===== config.mk =====
export PLATFORM = sky130hd
export DESIGN_NAME = cpu_sequencer
export DESIGN_NICKNAME = d
export VERILOG_FILES = /design/src/rtl/cpu_sequencer.sv
export SDC_FILE = /design/constraint.sdc
export NUM_CORES = 1
export LEC_CHECK = 0
export BUFFER_PORTS_ARGS = -buffer_cell sky130_fd_sc_hd__buf_2
export CAP_MARGIN = 20
export CORE_MARGIN = 1
export CORE_UTILIZATION = 48
export CTS_CLUSTER_DIAMETER = 40
export DETAILED_ROUTE_END_ITERATION = 16
export GPL_ROUTABILITY_DRIVEN = 0
export HOLD_SLACK_MARGIN = 0.08
export MAX_ROUTING_LAYER = met4
export PLACE_DENSITY = 0.78
export SYNTH_ARGS = -nofsm -noshare
export SYNTH_HDL_FRONTEND = slang
export SYNTH_SLANG_ARGS = --single-unit

===== constraint.sdc =====
create_clock -name clk -period 2.2 [get_ports clk]
set_input_delay 0.44 -clock clk [delete_from_list [all_inputs] [get_ports clk]]
set_output_delay 0.44 -clock clk [all_outputs]
set_load 0.01 [all_outputs]

===== src/rtl/cpu_sequencer.sv =====
// Fetch/decode/execute control sequencer for the 8-bit accumulator processor.
// State is registered; strobes are decoded from state, ir_op and mem_ready, and forced low during reset.
module cpu_sequencer #(
    parameter int OPW  = 8,
    parameter int CNTW = 16
) (
    input  logic            clk,
    input  logic            nrst,
    input  logic [OPW-1:0]  ir_op,
    input  logic            zero,
    input  logic            mem_ready,
    output logic            pc_out,
    output logic            pc_inc,
    output logic            pc_load,
    output logic            mar_load,
    output logic            ir_load,
    output logic            ir_out,
    output logic            mem_rd,
    output logic            mem_wr,
    output logic            acc_load,
    output logic            acc_out,
    output logic [1:0]      alu_op,
    output logic            out_load,
    output logic            halted,
    output logic            illegal,
    output logic [CNTW-1:0] instr_count
);

    typedef enum logic [2:0] {
        S_F1, S_F2, S_DEC, S_E1, S_E2, S_JMP, S_OUT, S_HALT
    } state_t;

    localparam logic [OPW-1:0] OP_NOP = OPW'(8'h00);
    localparam logic [OPW-1:0] OP_LDA = OPW'(8'h01);
    localparam logic [OPW-1:0] OP_ADD = OPW'(8'h02);
    localparam logic [OPW-1:0] OP_SUB = OPW'(8'h03);
    localparam logic [OPW-1:0] OP_STA = OPW'(8'h04);
    localparam logic [OPW-1:0] OP_JMP = OPW'(8'h05);
    localparam logic [OPW-1:0] OP_JZ  = OPW'(8'h06);
    localparam logic [OPW-1:0] OP_OUT = OPW'(8'h07);
    localparam logic [OPW-1:0] OP_HLT = {OPW{1'b1}};

    state_t          state_q, state_d;
    logic [CNTW-1:0] cnt_q;

    function automatic logic op_legal(input logic [OPW-1:0] op);
        case (op)
            OP_NOP, OP_LDA, OP_ADD, OP_SUB, OP_STA,
            OP_JMP, OP_JZ, OP_OUT, OP_HLT: op_legal = 1'b1;
            default:                       op_legal = 1'b0;
        endcase
    endfunction

    always_comb begin
        state_d = state_q;
        case (state_q)
            S_F1:   state_d = S_F2;
            S_F2:   if (mem_ready) state_d = S_DEC;
            S_DEC: begin
                case (ir_op)
                    OP_LDA, OP_ADD, OP_SUB, OP_STA: state_d = S_E1;
                    OP_JMP:                         state_d = S_JMP;
                    OP_JZ:                          state_d = zero ? S_JMP : S_F1;
                    OP_OUT:                         state_d = S_OUT;
                    OP_HLT:                         state_d = S_HALT;
                    default:                        state_d = S_F1;
                endcase
            end
            S_E1:   state_d = S_E2;
            S_E2:   if (mem_ready) state_d = S_F1;
            S_JMP:  state_d = S_F1;
            S_OUT:  state_d = S_F1;
            S_HALT: state_d = S_HALT;
            default: state_d = S_F1;
        endcase
    end

    always_ff @(posedge clk) begin
        if (!nrst) begin
            state_q <= S_F1;
            cnt_q   <= '0;
        end else begin
            state_q <= state_d;
            if (state_q == S_DEC) cnt_q <= cnt_q + CNTW'(1);
        end
    end

    assign instr_count = cnt_q;

    // Strobe decode; every output is held low while reset is asserted.
    always_comb begin
        pc_out   = 1'b0;
        pc_inc   = 1'b0;
        pc_load  = 1'b0;
        mar_load = 1'b0;
        ir_load  = 1'b0;
        ir_out   = 1'b0;
        mem_rd   = 1'b0;
        mem_wr   = 1'b0;
        acc_load = 1'b0;
        acc_out  = 1'b0;
        alu_op   = 2'd0;
        out_load = 1'b0;
        halted   = 1'b0;
        illegal  = 1'b0;
        if (nrst) begin
            case (state_q)
                S_F1: begin
                    pc_out   = 1'b1;
                    mar_load = 1'b1;
                end
                S_F2: begin
                    mem_rd  = 1'b1;
                    ir_load = mem_ready;
                    pc_inc  = mem_ready;
                end
                S_DEC:  illegal = !op_legal(ir_op);
                S_E1: begin
                    ir_out   = 1'b1;
                    mar_load = 1'b1;
                end
                S_E2: begin
                    if (ir_op == OP_STA) begin
                        mem_wr  = 1'b1;
                        acc_out = 1'b1;
                    end else begin
                        mem_rd   = 1'b1;
                        acc_load = mem_ready;
                        if (mem_ready) begin
                            case (ir_op)
                                OP_ADD:  alu_op = 2'd1;
                                OP_SUB:  alu_op = 2'd2;
                                default: alu_op = 2'd0;
                            endcase
                        end
                    end
                end
                S_JMP: begin
                    ir_out  = 1'b1;
                    pc_load = 1'b1;
                end
                S_OUT: begin
                    acc_out  = 1'b1;
                    out_load = 1'b1;
                end
                S_HALT: halted = 1'b1;
                default: ;
            endcase
        end
    end

endmodule


# Yosys cells after proc, flatten, opt, wreduce, memory -nomap -nowiden
# Cells that the tools add are included.
# totals
wordCells,69
out_inout_bits,31
input_bits,12
regBits,19
# classes
eq_ne,17
reduce_logical,9
addsub,1
mux,40
# op_table
op,count
$eq 8x3->1 const B,4
$mux 1,28
$pmux 3 s7,1
$add 16x1->16 const B,1
$eq 8x2->1 const B,2
$pmux 3 s5,1
$eq 3x3->1 const B,4
$mux 3,3
$reduce_or 9->1,1
$eq 8x1->1 const B,1
$eq 8x8->1 const B,1
$logic_not 8->1,1
$mux 2,4
$eq 3x2->1 const B,2
$reduce_or 2->1,3
$ne 2x2->1 const B,2
$pmux 1 s2,2
$pmux 2 s2,1
$reduce_or 4->1,1
$eq 3x1->1 const B,1
$logic_not 3->1,1
$reduce_and 2->1,1
$logic_not 1->1,1

# Depth between registers and ports, before layout
# logic_depth
word_depth,8
ltp_mapped,6
ltp_nobuf,5

# Worst setup path after synthesis
# OpenSTA, ideal clock, no wires.
# synth_timing
path_type,input -> output
from,input ir_op[5]
to,output alu_op[0]
stages,4
n_path_buf,0
path_slack_ps,36
arrival_ps,1724
cell_sequence,or4_1 nor2_1 inv_1 nor4_1
# synth_via
elab_chain_len,6
# synth_rtl
element,line_no,source
start: declaration,9,"input logic [OPW-1:0] ir_op,"
$eq 8x2->1,130,case (ir_op)
$pmux 2 s2,130,
$mux 2,129,if (mem_ready) begin
$mux 2 *,123,if (ir_op == OP_STA) begin
$mux 2 *,107,case (state_q)
$mux 2 *,106,if (nrst) begin
end: declaration,22,"output logic [1:0] alu_op,"
# Mark *: on every way between the ends. The rest lies on a longest branch, timed or not.

# Worst setup path in the final report
# Ends and elaborated chain as after synthesis.

==> results.yml <==
outcome:
  status: "finished clean"
place:
  portBuffers: 42
  hpwl_mm: 1.96
timing:
  fmax_ghz: 0.462
  fin_crit_sh_pct: 98.4
  min_period_ns: 2.16
  hold_ws_ns: 0.466
  slew_violations: 0
  worst_pin_slew_ns: 0.647
  hold_viol: 0
  relSlewSlack_pct: 56.5
  setup_viol: 0
  setup_tns_ns: 0
  fin_worst_skew_ns: 0.0115
clocking:
  clk_latency_ns: 0.30
  cts_buffers: 3
  tritoncts: "done"
  clkTransAtPathRegs_ns: 0.10
  ctsRootBufferMaster: "clkbuf_4"
  cts_sinks: 19
  htree_levels: 1
  clockBufferDepth: 2
cells_and_area:
  area_delta_synth_final_pct: 27.3
  fin_util_pct: 65.2
  nFillCells: 211
  nets: 208
  drive_gt1_share_pct: 33.0
  register_area_sq_um: 382
  multi_input_area_sq_um: 714
  n_antenna_cell: 0
drt:
  wl_per_cell_um: 11.6
  num_vias: 1211
  drtIter0Drc: 28
  drtAntennaViolNets: 0
  wl_mm: 2.57
  firstDrtPassIters: 4
  via_per_inst: 5.45
  drc: 0
setup_path:
  cp-startpoint: "ir_op[5]"
  cp-end-kind: "output pin"
  worstPathMaxFanout: 4
  rr_startpoint: "instr_count[0]"
  path_delay_family: "simple AND/OR/NAND/NOR gates"
  r2r_slack_ns: 0.36
  cp.arrival_ns: 1.72
  path_depth: 6
  critPathCapture: "alu_op[0]"
  worst_r2r_endpoint: "instr_count[12]"
  crit_top_cell: "buf_2"
  path_class: "primary input to output pin"
  required_ns: 1.76
  crit_path_cell_trace: "buf_2 > or4_4 > nor2_4 > inv_2 > nor4_2 > buf_2"
  slowest_stage: "or4_4"
  worst-path-buf-inv: 3
  startpoint_type: "primary input"
  max_stage_delay_ns: 0.55
  rr_worst_depth: 5
synth:
  syn_nets: 162
  synth-seq-cells: 19
  ys_seq_area_share_pct: 33.6
  synth_top_area_share_pct: 33.6
  syn_inst: 149
  ys_types: 38
  synthTopCellsByArea: "dfxtp_1 (34%), nor2_1 (6.6%), xnor2_1 (6.2%), nand2_1 (5.6%), nand3_1 (3.1%)"
  synth_area_per_cell_sq_um: 7.61
  synth_top_area_cell: "dfxtp_1"
  synth_area_sq_mm: 0.00113
  yosys_warnings: 0
die:
  dieArea_sq_mm: 0.00256
  pin_count: 43
  core_area_sq_mm: 0.00221
  start_util_pct: 51.2
  rows: 17
  chipWidth_um: 50.6
  dieHeight_um: 50.6
hold_path:
  worstHoldPathType: "primary input to register"
  min-delay-start: "nrst"
power_and_ir_drop:
  power-per-cell-area_mw_per_mm2: 416
  peakVddDrop_mv: 0.356
  p_leak_nw: 0.602
flow_run:
  drv_cap: 0
grt:
  grt_pass1_vias: 991
  track_usage_pct: 21.4
  grt_pass1_wl_mm: 4.12
  grt-ovfl-total: 0
  antenna_found_initial: 0
  grt_max_degree: 17
-- worst min-delay path, stage by stage --
cell     delay, ns
buf_2         0.16
o21ai_0       0.09
nor2_1        0.04
-- state kept, by name, indices dropped and copies added, names as in the netlist --
| signal | cells |
|---|---|
| state_q | 3 |
| instr_count | 16 |
-- repair_timing --
item | in CTS | in global routing
pin swaps | 3 | 2
gates resized for setup | 6 | 2
setup endpoints to repair | 3 | 3
buffers inserted | 0 | 1
hold buffers | 0 | 0
-- per-stage QoR --
stage               cell area, sq um  std cells  setup WS, ns  power, mW
floorplan                       1130        149        0.0356      0.396
global placement                1380        217        0.0220      0.422
detailed placement              1380        217       -0.0521      0.424
CTS                             1430        221      0.000317      0.609
global route                    1440        222       -0.0121      0.632
finish                          1440        222        0.0361      0.601
-- cells by family after synthesis --
| family | Yosys count | synth area share, % |
|---|---|---|
| buffers and inverters | 14 | 5.74 |
| XOR/XNOR | 11 | 8.50 |
| flip-flops | 19 | 33.6 |
| AO/OA/AOI/OAI | 22 | 12.5 |
| multiplexers | 3 | 2.65 |
| adder cells (fa/ha/maj) | 1 | 1.10 |
| AND/OR/NAND/NOR | 79 | 36.0 |
-- where the power goes --
part	switching (mW)	internal [mW]	total, mW
sequential	0.00165	0.346	0.348
clock	0.111	0.0692	0.180
combinational	0.0434	0.0293	0.0727
-- how the worst min path moves through the flow --
stage,end,slack [ns],cells past startpoint
6_report,state_q[1],0.47,3
5_1_grt,state_q[1],0.48,3
4_1_cts,state_q[1],0.46,3
3_5_place_dp,instr_count[15],0.47,2
3_3_place_gp,instr_count[15],0.45,2
2_1_floorplan,instr_count[15],0.49,2
-- synthesized netlist by cell type, drive strengths merged --
| master | instances |
|---|---|
| or4 | 3 |
| o22ai | 2 |
| xnor2 | 8 |
| ha | 1 |
| or3b | 1 |
| a31oi | 3 |
| dfxtp | 19 |
| nor3 | 7 |
| and4bb | 1 |
| a211oi | 2 |
| or3 | 3 |
| a21oi | 5 |
| a311oi | 1 |
| o21ai | 4 |
| nand4 | 3 |
| a21o | 1 |
| a21boi | 1 |
| mux2i | 3 |
| nor3b | 2 |
| nand2 | 17 |
| nand2b | 5 |
| nand3 | 7 |
| xor2 | 3 |
| nor2b | 1 |
| buf | 3 |
| o311ai | 1 |
| o31a | 1 |
| or2 | 2 |
| inv | 7 |
| nand4bb | 1 |
| nor4 | 5 |
| and3 | 1 |
| clkbuf | 4 |
| o2bb2ai | 1 |
| nor2 | 20 |
-- per-layer routing --
metal	track usage, %	part of all wire (%)	up-vias
met5	-	0	-
met4	8.33	0.74	0
met3	2.73	3.8	2
met2	36.2	51	32
met1	25.5	45	559
li1	-	-	618
-- placed cells by master (no fill, tap or decap), types with 3 or more instances in the layout --
master and count:
buf_2 42, inv_1 6, xor2_1 3, o21ai_0 4
nor3_1 7, nand4_1 3, clkbuf_4 3, nand2_1 17
nor2_1 18, dfxtp_1 18, a21oi_1 5, buf_4 6
mux2i_1 3, nor4_1 3, nand3_1 7, a31oi_1 3
or3_1 3, xnor2_1 8, nand2b_1 5
-- cell type report --
cell class	instances	area share [%]
Inverter	7	1.82
Sequential cell	19	26.5
Clock inverter	1	0.520
Multi-Input combinational cell	116	49.5
Clock buffer	3	1.56
Timing Repair Buffer	48	17.7
Tap cell	28	2.43
No activity file was read; power rests on OpenSTA's default activity.
